[src/rtl/driver_gen.sv]
// driver_gen: burst stimulus generator feeding a DUT port and a delayed monitor port.
// Optional DRIVER_GEN_STALL_EN macro adds an i_stall input that freezes the whole pipeline.
module driver_gen #(
  parameter int WIDTH     = 32,
  parameter int MON_DELAY = 2,
  parameter int CNT_W     = 16
) (
  input  logic             clk_dut,
  input  logic             reset,
  input  logic             i_start,
  input  logic [CNT_W-1:0] i_count,
  input  logic [1:0]       i_mode,
  input  logic [WIDTH-1:0] i_rand_a,
  input  logic [WIDTH-1:0] i_rand_b,
  input  logic [WIDTH-1:0] i_fmanual_a,
  input  logic [WIDTH-1:0] i_fmanual_b,
  input  logic [WIDTH-1:0] i_fbitset_a,
  input  logic [WIDTH-1:0] i_fbitset_b,
  input  logic [WIDTH-1:0] i_fbitclr_a,
  input  logic [WIDTH-1:0] i_fbitclr_b,
`ifdef DRIVER_GEN_STALL_EN
  input  logic             i_stall,
`endif
  output logic [WIDTH-1:0] o_drive_dut_a,
  output logic [WIDTH-1:0] o_drive_dut_b,
  output logic             o_dut_valid,
  output logic [WIDTH-1:0] o_drive_mon_a,
  output logic [WIDTH-1:0] o_drive_mon_b,
  output logic             o_mon_valid,
  output logic             o_busy,
  output logic             o_done
);
  typedef enum logic [1:0] {IDLE, RUN, DRAIN, DONE} state_t;
  state_t           r_state;
  logic [CNT_W-1:0] r_n, r_count;
  logic [1:0]       r_mode;
  logic [4:0]       r_dc;
  logic             r_busy, r_done;
  logic [WIDTH-1:0] r_f_a, r_f_b;
  logic             r_f_valid;
  logic [WIDTH-1:0] r_m_a [MON_DELAY];
  logic [WIDTH-1:0] r_m_b [MON_DELAY];
  logic [MON_DELAY-1:0] r_m_v;
  logic             w_stall;
  logic [31:0]      w_idx;
  logic [CNT_W-1:0] w_nn;
  logic [WIDTH-1:0] w_one, w_msb, w_s_a, w_s_b;
  logic             w_s_valid;
`ifdef DRIVER_GEN_STALL_EN
  assign w_stall = i_stall;
`else
  assign w_stall = 1'b0;
`endif
  // Stage S is combinational off n; stage F is the first registered stage.
  assign w_idx     = 32'(r_n) % 32'(WIDTH);
  assign w_nn      = ~r_n;
  assign w_one     = WIDTH'(1);
  assign w_msb     = {1'b1, {(WIDTH-1){1'b0}}};
  assign w_s_valid = r_state == RUN;
  assign w_s_a = r_mode == 2'd0 ? (i_rand_a | i_fbitset_a) :
                 r_mode == 2'd1 ? i_fmanual_a :
                 r_mode == 2'd2 ? (w_one << w_idx) : WIDTH'(r_n);
  assign w_s_b = r_mode == 2'd0 ? (i_rand_b | i_fbitset_b) :
                 r_mode == 2'd1 ? i_fmanual_b :
                 r_mode == 2'd2 ? (w_msb >> w_idx) : WIDTH'(w_nn);
  always_ff @(posedge clk_dut or negedge reset) begin
    if (!reset) begin
      r_state <= IDLE;
      r_n     <= '0;
      r_count <= '0;
      r_mode  <= '0;
      r_dc    <= '0;
      r_busy  <= 1'b0;
      r_done  <= 1'b0;
    end else if (!w_stall) begin
      r_done <= 1'b0;
      case (r_state)
        IDLE: if (i_start) begin
          r_count <= i_count;
          r_mode  <= i_mode;
          r_n     <= '0;
          r_dc    <= '0;
          r_state <= i_count == '0 ? DONE : RUN;
          r_busy  <= i_count != '0;
          r_done  <= i_count == '0;
        end
        RUN: if (r_n == r_count - 1'b1) r_state <= DRAIN;
             else r_n <= r_n + 1'b1;
        DRAIN: if (r_dc == 5'(MON_DELAY)) begin
          r_state <= DONE;
          r_busy  <= 1'b0;
          r_done  <= 1'b1;
        end else r_dc <= r_dc + 1'b1;
        default: r_state <= IDLE;
      endcase
    end
  end
  always_ff @(posedge clk_dut or negedge reset) begin
    if (!reset) begin
      r_f_a     <= '0;
      r_f_b     <= '0;
      r_f_valid <= 1'b0;
      r_m_v     <= '0;
      for (int k = 0; k < MON_DELAY; k++) begin
        r_m_a[k] <= '0;
        r_m_b[k] <= '0;
      end
    end else if (!w_stall) begin
      r_f_valid <= w_s_valid;
      if (w_s_valid) begin
        r_f_a <= r_mode == 2'd0 ? (w_s_a & ~i_fbitclr_a) : w_s_a;
        r_f_b <= r_mode == 2'd0 ? (w_s_b & ~i_fbitclr_b) : w_s_b;
      end
      r_m_v[0] <= r_f_valid;
      if (r_f_valid) begin
        r_m_a[0] <= r_f_a;
        r_m_b[0] <= r_f_b;
      end
      for (int k = 1; k < MON_DELAY; k++) begin
        r_m_v[k] <= r_m_v[k-1];
        if (r_m_v[k-1]) begin
          r_m_a[k] <= r_m_a[k-1];
          r_m_b[k] <= r_m_b[k-1];
        end
      end
    end
  end
  assign o_drive_dut_a = r_f_a;
  assign o_drive_dut_b = r_f_b;
  assign o_dut_valid   = r_f_valid & ~w_stall;
  assign o_drive_mon_a = r_m_a[MON_DELAY-1];
  assign o_drive_mon_b = r_m_b[MON_DELAY-1];
  assign o_mon_valid   = r_m_v[MON_DELAY-1] & ~w_stall;
  assign o_busy        = r_busy;
  assign o_done        = r_done;
endmodule

[config.mk]
export PLATFORM = sky130hd
export DESIGN_NAME = driver_gen
export DESIGN_NICKNAME = d
export VERILOG_FILES = /design/src/rtl/driver_gen.sv
export SDC_FILE = /design/constraint.sdc
export NUM_CORES = 1
export LEC_CHECK = 0
export ABC_AREA = 1
export BUFFER_PORTS_ARGS = -buffer_cell sky130_fd_sc_hd__buf_2
export CAP_MARGIN = 20
export CORE_MARGIN = 2
export CORE_UTILIZATION = 51
export DETAILED_ROUTE_END_ITERATION = 8
export PLACE_DENSITY = 0.81
export REMOVE_ABC_BUFFERS = 1
export SKIP_LAST_GASP = 1
export SLEW_MARGIN = 20
export SYNTH_ARGS = -nofsm -noshare
export SYNTH_HDL_FRONTEND = slang
export SYNTH_SLANG_ARGS = --single-unit
[constraint.sdc]
create_clock -name clk_dut -period 2.1 [get_ports clk_dut]
set_input_delay 0.21 -clock clk_dut [delete_from_list [all_inputs] [get_ports clk_dut]]
set_output_delay 0.21 -clock clk_dut [all_outputs]
set_load 0.05 [all_outputs]
==> results of run 1 <==
[power by group]
group          internal, mW  switching (mW)
clock network          2.65            1.91
logic                  4.26            10.9
registers              6.77            1.51
[worst max-delay path: cells and delay by family (launching register included)]
family          cells  cell delay [ps]
simple gates        2              250
compound gates      2              250
flops               1              410
buf+inv             4              990
[how the worst max path moves through the flow]
stage                                start  cells past startpoint                             to
finish               r_mode[1]$_DFFE_PN0P_                      8  o_drive_dut_b[22]$_DFFE_PN0P_
global route        r_count[0]$_DFFE_PN0P_                     14            r_n[15]$_DFFE_PN0P_
CTS                  r_mode[1]$_DFFE_PN0P_                      8  o_drive_dut_b[19]$_DFFE_PN0P_
detailed placement  r_count[0]$_DFFE_PN0P_                     14            r_n[13]$_DFFE_PN0P_
global placement    r_count[0]$_DFFE_PN0P_                     15            r_n[15]$_DFFE_PN0P_
floorplan           r_state[1]$_DFFE_PN0P_                      7            r_n[10]$_DFFE_PN0P_
[sequential cells by signal (all words and copies together) (netlist names), 5 cells and up]
signal	flops
r_dc	5
o_drive_mon_a	32
r_count	16
o_drive_dut_a	32
r_m_b	32
r_m_a	32
r_n	16
o_drive_dut_b	32
o_drive_mon_b	32
[timing repair]
item                                   4_1_cts  5_1_grt
setup endpoints to repair                    0       23
resized for setup                            0       26
buffers inserted                             0        5
endpoints found under the hold margin      124        0
hold buffers                                80        0
[cell type report]
class	count	area [µm²]	area share
inverters	142	533.0	0.03267
repair buffers	551	3507	0.2150
multi-input cells	991	5042	0.3091
clock buffers	38	765.7	0.04693
clock inverters	8	87.58	0.005368
well taps	319	399.1	0.02446
diodes	5	12.51	0.0007669
flip-flops and latches	238	5968	0.3658
[cell usage after synthesis, types with 4 or more instances]
library cell  instances
a211oi_1              7
a21oi_1              85
a31oi_1              40
a41oi_1               8
buf_1                11
buf_2                11
buf_4                64
clkbuf_1             56
dfrtp_1             238
ha_1                 13
inv_1               135
inv_2                 4
mux2_2               11
nand2_1             228
nand2_2              17
nand3_1              30
nand4_1              24
nor2_1              255
nor2_2                6
nor2_4                5
nor3_1               21
o211ai_1             20
o21ai_0             166
o221ai_1             10
o31ai_1               6
xnor2_1               6
xor2_1               15
[per-layer routing]
metal | track usage | up-vias | routed length [µm]
met5 | 0 | - | 0
met4 | 0.1731 | 0 | 2526
met3 | 0.06147 | 168 | 3984
met2 | 0.5431 | 747 | 20840
met1 | 0.4196 | 5909 | 16380
li1 | - | 5800 | -
[cells by family after synthesis]
kind of cell / synth area share
and+or+nand+nor: 0.2062
DFF: 0.4861
muxes: 0.01011
xor gates and xnor gates: 0.01501
adders and majority gates: 0.01328
buffers and inverters: 0.1098
AOI/OAI and AO/OA: 0.1596
[cells in the final DEF, fill, tap and decap left out, drive strengths merged, types with 22 or more instances in the layout]
master	n
a21oi	85
a31oi	40
buf	469
clkbuf	40
dfrtp	238
dlygate4sd3	80
inv	140
nand2	245
nand3	33
nand4	24
nor2	266
nor3	22
o21ai	167
[metrics by stage]
step / setup slack [ps] / area [µm²] / utilization / cells / total power, mW
after global placement: 102.2 / 14450 / 0.6139 / 2153 / 22.20
after CTS: 27.09 / 16110 / 0.6842 / 2279 / 27.39
after floorplan: -2605 / 11440 / - / 1370 / 18.02
after global routing: -43.87 / 16320 / 0.6930 / 2292 / 29.59
final: 87.70 / 16320 / 0.6930 / 2292 / 28.03
after detailed placement: 57.30 / 14450 / 0.6139 / 2153 / 22.63
==> flow_summary.yaml, run 1 <==
clock_tree:
  clock-sinks: 238
  clkLatencyLatePin_ps: 540
  cts.path.max_buffers: 3
  numCtsBuffers: 26
  cts_root_buf: "clkbuf_16"
  clkSlewWorstSetupHoldPaths_ps: 60
  htreeDepth: 1
  cts_tree: "yes"
setup_path:
  reg2reg_from: "r_mode[1]$_DFFE_PN0P_"
  max_stage_delay_ps: 560
  reg2reg_slack_ps: 90
  crit_type: "flip-flop to flip-flop"
  reg2reg_to: "o_drive_dut_b[22]$_DFFE_PN0P_"
  crit_path_frequent_cell: "nor2_2"
  r2r_cells: 8
  cpMaxStageDelayCell: "dlygate4sd3_1"
  cp.arrival_ps: 2470
  cp_cell_sequence: "buf_8 -> nor2_2 -> inv_2 -> buf_16 -> nor2_2 -> o21ai_0 -> dlygate4sd3_1 -> a41oi_1"
  cp_max_fo: 32
  critPathCaptureType: "flip-flop"
  cp-start-kind: "flip-flop"
  cp_data_required_time_ps: 2550
worst_hold_path:
  holdPathEnd: "o_drive_dut_b[1]$_DFFE_PN0P_"
  min_path_cells: 4
  hold_path.class: "input port to flip-flop"
  hold_start: "i_fbitclr_b[1]"
die:
  ios: 409
  fp.dieArea_um2: 25280
  rows: 56
  die_w_um: 159
  die_y_um: 159
  start_util: 0.5205
  coreArea_um2: 23540
routing:
  antenna_left: 0
  finalWirelength_um: 43730
  num_vias: 12620
  drt_iter0_markers: 1347
  dr.pass1.iters: 9
  drc: 5
  avgViaCountPerCell: 5.508
  detail_route.wl_per_cell_um: 19.08
sta:
  setup_viol: 0
  worstMarginPinSlew_ps: 606.2
  period_needed_ps: 2012
  slew_headroom: 0.5958
  clock_skew_ps: 11.68
  hold_viol: 1
  max_freq_ghz: 0.4969
  fin_setup_tns_ps: 0
  rsz0062_at_grt: "true"
  whs_ps: -3.378
  fin_crit_sh: 0.9582
  slew_viol_final: 0
grt:
  antenna_found_initial: 5
  grt_pass1_wl_um: 66570
  overflow: 0
  first_global_vias: 12350
  grt_max_degree: 98
  track_usage: 0.3307
run_status:
  violations: "design-rule violations, negative hold slack"
  status: "complete, but fails checks"
yosys:
  synth_area_um2: 12250
  synthArstFlopShare: 1.000
  synth_edf_count: 0
  synth-seq-cells: 238
  yosys_warnings: 0
  syn_inst: 1514
  synthTopCellsByArea: "dfrtp_1, nor2_1, nand2_1"
  yosysUniqueCellTypes: 42
  ys.flop_type: "dfrtp_1"
  synth.largest_area_cell: "dfrtp_1"
  seq_area_frac_synth: 0.4861
  synth.avg_cell_area_um2: 8.093
  synth_top_cell_area_share: 0.4861
power_and_ir_drop:
  irDropWorstVdd_uv: 1057
  power_density_nw_per_um2: 1718
  power_leakage_nw: 7.968
placement:
  port_buffers: 408
  routabilityCongestion: 0.9590
  dp_hpwl_um: 30760
final_layout:
  nets: 2240
  syn_to_final_growth_pct: 33.16
  final_layout_size_suffix_gt1_frac: 0.2942
  nFillCells: 1860
run:
  cap_viol_max_count: 0
Power figures use the tool's default switching activity.
==> inputs of run 2 (changes only) <==
--- a/config.mk
+++ b/config.mk
@@ -8,10 +8,14 @@
 export ABC_AREA = 1
 export BUFFER_PORTS_ARGS = -buffer_cell sky130_fd_sc_hd__buf_2
 export CAP_MARGIN = 20
+export CELL_PAD_IN_SITES_DETAIL_PLACEMENT = 0
+export CELL_PAD_IN_SITES_GLOBAL_PLACEMENT = 1
+export CORE_ASPECT_RATIO = 1.75
 export CORE_MARGIN = 2
-export CORE_UTILIZATION = 51
+export CORE_UTILIZATION = 37
 export DETAILED_ROUTE_END_ITERATION = 8
-export PLACE_DENSITY = 0.81
+export GPL_ROUTABILITY_DRIVEN = 1
+export PLACE_DENSITY_LB_ADDON = 0.1
 export REMOVE_ABC_BUFFERS = 1
 export SKIP_LAST_GASP = 1
 export SLEW_MARGIN = 20
==> flow_summary.yaml, run 2 (synthesis results as in run 1) <==
run_status:
  status: "finished clean"
sta:
  period_needed_ps: 2077
  max_freq_ghz: 0.4815
  slew_viol_final: 0
  fin_crit_sh: 0.9890
  clock_skew_ps: 12.16
  hold_viol: 0
  setup_viol: 0
  rsz0062_at_grt: "true"
  worst_slack_ps: 23.04
  worstMarginPinSlew_ps: 732.9
  whs_ps: 20.30
  slew_headroom: 0.5062
routing:
  detail_route.wl_per_cell_um: 19.15
  drt_iter0_markers: 612
  dr.pass1.iters: 5
  finalWirelength_um: 45890
  avgViaCountPerCell: 4.957
  antenna_left: 0
  drc: 0
  num_vias: 11880
grt:
  overflow: 0
  grt_pass1_wl_um: 69190
  track_usage: 0.2613
  first_global_vias: 11910
  antenna_found_initial: 4
  grt_max_degree: 72
clock_tree:
  clkSlewWorstSetupHoldPaths_ps: 60
  cts.path.max_buffers: 3
  numCtsBuffers: 25
  clkLatencyLatePin_ps: 530
  htreeDepth: 1
  cts_tree: "yes"
  cts_root_buf: "clkbuf_16"
  clock-sinks: 238
placement:
  port_buffers: 408
  dp_slack_ps: -81.21
  dp_hpwl_um: 35190
  routabilityCongestion: 0.9251
power_and_ir_drop:
  internal-power_mw: 13.63
  combPwrFrac: 0.551
  p_total_mw: 27.93
  power_leakage_nw: 8.046
  clockPowerShare: 0.152
  irDropWorstVdd_uv: 1019
  switching_power_mw: 14.29
  power_density_nw_per_um2: 1696
  seqPwrFrac: 0.298
  switching_share: 0.5118
setup_path:
  cp_top_family: "simple AND/OR/NAND/NOR gates"
  cp-start-kind: "flip-flop"
  cpMaxStageDelayCell: "dfrtp_1"
  critPathCaptureType: "flip-flop"
  cp_data_required_time_ps: 2570
  max_stage_delay_ps: 410
  crit_type: "flip-flop to flip-flop"
  cp_max_fo: 7
  cp_cell_sequence: "buf_6 -> nor2_4 -> nand2_2 -> nor2_4 -> nand3_2 -> nand2_1 -> nand2_1 -> inv_1 -> nand2_2 -> nor2_4 -> nand3_4 -> nand3_4 -> buf_12 -> nand2_2 -> nand2_1"
  cp.arrival_ps: 2540
  cp_num_buf_inv: 3
final_layout:
  final_util: 0.5020
  seq_area_um2: 5964
  final_cell_mix: "buf_2, nor2_1, dfrtp_1, nand2_1, o21ai_0"
  multi_input_area_um2: 5101
  syn_to_final_growth_pct: 34.43
  nFillCells: 3318
  final_layout_size_suffix_gt1_frac: 0.3092
  nets: 2261
  final_common_cell: "buf_2"
die:
  fp.dieArea_um2: 34640
  start_util: 0.3734
  die_w_um: 141.6
  coreArea_um2: 32810
  die_y_um: 244.7
  ios: 409
  rows: 88
worst_hold_path:
  hold_path.class: "input port to flip-flop"
run:
  cap_viol_max_count: 0
[run 2: cell count changes in the layout (fill, tap and decap cells not counted), moves of 5 or more]
cell / before / now
buf_4: 48 / 79
clkbuf_8: 7 / 2
dlygate4sd3_1: 80 / 74
nand2_1: 227 / 215
nand2_2: 17 / 26
[run 2: timing repair]
item,CTS,global route
endpoints found under the setup margin,18,29
hold buffers,74,0
pin swaps,9,9
endpoints found under the hold margin,118,0
buffers inserted,7,3
resized for setup,15,30
cloned,1,0
[run 2: stage by stage]
stage | instances | setup TNS (ps) | cell area (µm²)
final | 2396 | 0 | 16470
after global routing | 2395 | -1710 | 16470
after CTS | 2388 | -85.58 | 16330
after detailed placement | 2266 | -853.6 | 14730
after global placement | 2266 | -128.0 | 14730
after floorplan | 1370 | -182410 | 11440
[run 2: worst paths after layout]
path / startpoint / endpoint / slack [ps] / cells after the start
setup / recovery: r_count[1]$_DFFE_PN0P_ / r_n[13]$_DFFE_PN0P_ / 20 / 15
hold / removal: i_fmanual_a[5] / o_drive_dut_a[5]$_DFFE_PN0P_ / 20 / 3
setup reg to reg: r_count[1]$_DFFE_PN0P_ / r_n[13]$_DFFE_PN0P_ / 20 / 15
hold reg to reg: o_busy$_DFFE_PN0P_ / o_busy$_DFFE_PN0P_ / 490 / 2
max in group asynchronous: reset / r_m_a[58]$_DFFE_PN0P_ / 1070 / 3
min in group asynchronous: reset / r_m_v[1]$_DFF_PN0_ / 250 / 2
[run 2: worst min-delay path, stage by stage]
cell      delay, ps
buf_2            80
o211ai_1         90
a31oi_1         130
[run 2: final cells by class]
class	count	area share
clock inverters	6	0.003722
well taps	405	0.03076
repair buffers	574	0.2186
clock buffers	36	0.04170
inverters	142	0.03266
multi-input cells	990	0.3097
flip-flops and latches	238	0.3621
diodes	5	0.0007596
[run 2: layer usage]
layer	vias up	global-route usage	wire length (µm)
met5	-	0	0
met3	79	0.02673	1869
met2	352	0.4999	24920
li1	5837	-	-
met4	0	0.08529	1442
met1	5608	0.3001	17660
[run 2: power by group through the flow]
stage | registers (mW) | logic (mW) | clock network (mW)
global placement | 8.32 | 14.7 | 0
global route | 8.62 | 16.7 | 4.54
detailed placement | 8.38 | 14.9 | 0
finish | 8.31 | 15.4 | 4.24
floorplan | 12.7 | 5.31 | 0
CTS | 8.33 | 15.3 | 4.37
==> inputs of run 3 (changes only) <==
--- a/config.mk
+++ b/config.mk
@@ -22,3 +22,4 @@
 export SYNTH_ARGS = -nofsm -noshare
 export SYNTH_HDL_FRONTEND = slang
 export SYNTH_SLANG_ARGS = --single-unit
+export TNS_END_PERCENT = 50
==> constraint.sdc (replaced) <==
create_clock -name clk_dut -period 2.1 [get_ports clk_dut]
set_input_delay 0.21 -clock clk_dut [delete_from_list [all_inputs] [get_ports clk_dut]]
set_output_delay 0.21 -clock clk_dut [all_outputs]
set_load 0.02 [all_outputs]
==> flow_summary.yaml, run 3 (synthesis results as in run 1) <==
routing:
  drt_iter0_markers: 650
  drc: 0
  finalWirelength_um: 45440
  dr.pass1.iters: 7
  avgViaCountPerCell: 4.949
  num_vias: 11880
  antenna_left: 0
  detail_route.wl_per_cell_um: 18.93
final_layout:
  syn_to_final_growth_pct: 36.01
  design_area_um2: 16660
  nets: 2263
  final_cell_mix: "buf_2, nor2_1, dfrtp_1, nand2_1, o21ai_0"
  final_layout_size_suffix_gt1_frac: 0.3052
  final_util: 0.5079
  final_common_cell: "buf_2"
placement:
  dp_slack_ps: -49.77
  routabilityCongestion: 0.9320
  place_area_um2: 14740
  port_buffers: 408
  dp_hpwl_um: 34720
sta:
  fin_setup_tns_ps: 0
  whs_ps: 14.44
  rsz0062_at_grt: "true"
  slew_headroom: 0.6057
  worst_slack_ps: 5.760
  clock_skew_ps: 22.33
  slew_viol_final: 0
  fin_crit_sh: 0.9973
  period_needed_ps: 2094
  worstMarginPinSlew_ps: 591.5
  hold_viol: 0
  max_freq_ghz: 0.4775
  setup_viol: 0
setup_path:
  cp-start-kind: "flip-flop"
  critPathCaptureType: "flip-flop"
  cp_data_required_time_ps: 2580
  cp_max_fo: 8
  crit_type: "flip-flop to flip-flop"
  cp.arrival_ps: 2570
die:
  rows: 88
  die_w_um: 141.6
  die_y_um: 244.7
  ios: 409
  fp.dieArea_um2: 34640
  start_util: 0.3734
  coreArea_um2: 32810
grt:
  first_global_vias: 11920
  overflow: 0
  grt_pass1_wl_um: 68010
  antenna_found_initial: 5
  grt_max_degree: 70
  track_usage: 0.2560
clock_tree:
  numCtsBuffers: 25
  cts.path.max_buffers: 3
  cts_tree: "yes"
  clock-sinks: 238
  htreeDepth: 1
  cts_root_buf: "clkbuf_16"
  clkSlewWorstSetupHoldPaths_ps: 70
  clkLatencyLatePin_ps: 550
worst_hold_path:
  hold_path.class: "input port to flip-flop"
run:
  cap_viol_max_count: 0
power_and_ir_drop:
  power_leakage_nw: 8.134
  power_density_nw_per_um2: 1534
  irDropWorstVdd_uv: 728.6
run_status:
  status: "finished clean"
run 3: repair_timing:
| item | in CTS | in global routing |
|---|---|---|
| hold endpoints to repair | 118 | 0 |
| gates cloned | 2 | 0 |
| pin swaps | 10 | 8 |
| gates resized for setup | 22 | 6 |
| setup endpoints to repair | 16 | 27 |
| hold buffers | 82 | 0 |
| setup buffers | 2 | 2 |
run 3: layout make-up:
type | count | area [µm²]
clock inverters | 15 | 241.5
clock buffers | 31 | 698.2
flip-flops and latches | 238 | 5969
fillers | 3286 | 16150
well taps | 405 | 506.7
repair buffers | 575 | 3651
multi-input cells | 991 | 5056
diodes | 3 | 7.507
inverters | 142 | 534.3
run 3: worst paths after layout:
check | startpoint | endpoint | slack, ps | depth (start not counted)
worst min register to register | o_busy$_DFFE_PN0P_ | o_busy$_DFFE_PN0P_ | 480 | 2
worst min-delay path | i_fbitclr_b[9] | o_drive_dut_b[9]$_DFFE_PN0P_ | 10 | 4
worst max register to register | r_count[1]$_DFFE_PN0P_ | r_n[13]$_DFFE_PN0P_ | 6 | 14
max in group asynchronous | reset | r_count[5]$_DFFE_PN0P_ | 1160 | 3
worst max-delay path | r_count[1]$_DFFE_PN0P_ | r_n[13]$_DFFE_PN0P_ | 6 | 14
min in group asynchronous | reset | r_m_v[1]$_DFF_PN0_ | 220 | 2
run 3: through the flow:
step	std cells	power, mW
after floorplan	1370	15.15
after global placement	2263	20.09
after detailed placement	2263	20.29
after CTS	2395	25.80
after global routing	2400	27.37
final	2400	25.56
run 3: critical path, stage by stage, from the launching register on:
cell	delay [ps]
dfrtp_1	410
inv_2	60
ha_4	170
buf_6	120
nand2_4	70
nand2_1	50
nand2_1	50
nand2_1	50
inv_1	50
nand4_1	140
nor3_4	250
nand3_4	220
nand3_4	250
nand2_2	70
nand2_1	60
run 3: per-layer routing:
metal	track usage	vias to the layer above	wire (µm)
met5	0	-	26
met4	0.08735	4	1472
met3	0.02751	78	1969
met2	0.4906	366	24430
met1	0.2908	5584	17540
li1	-	5845	-
run 3: power breakdown:
group / internal, mW / switching (mW)
clock network: 3.11 / 1.96
registers: 6.77 / 1.55
logic: 4.31 / 7.87
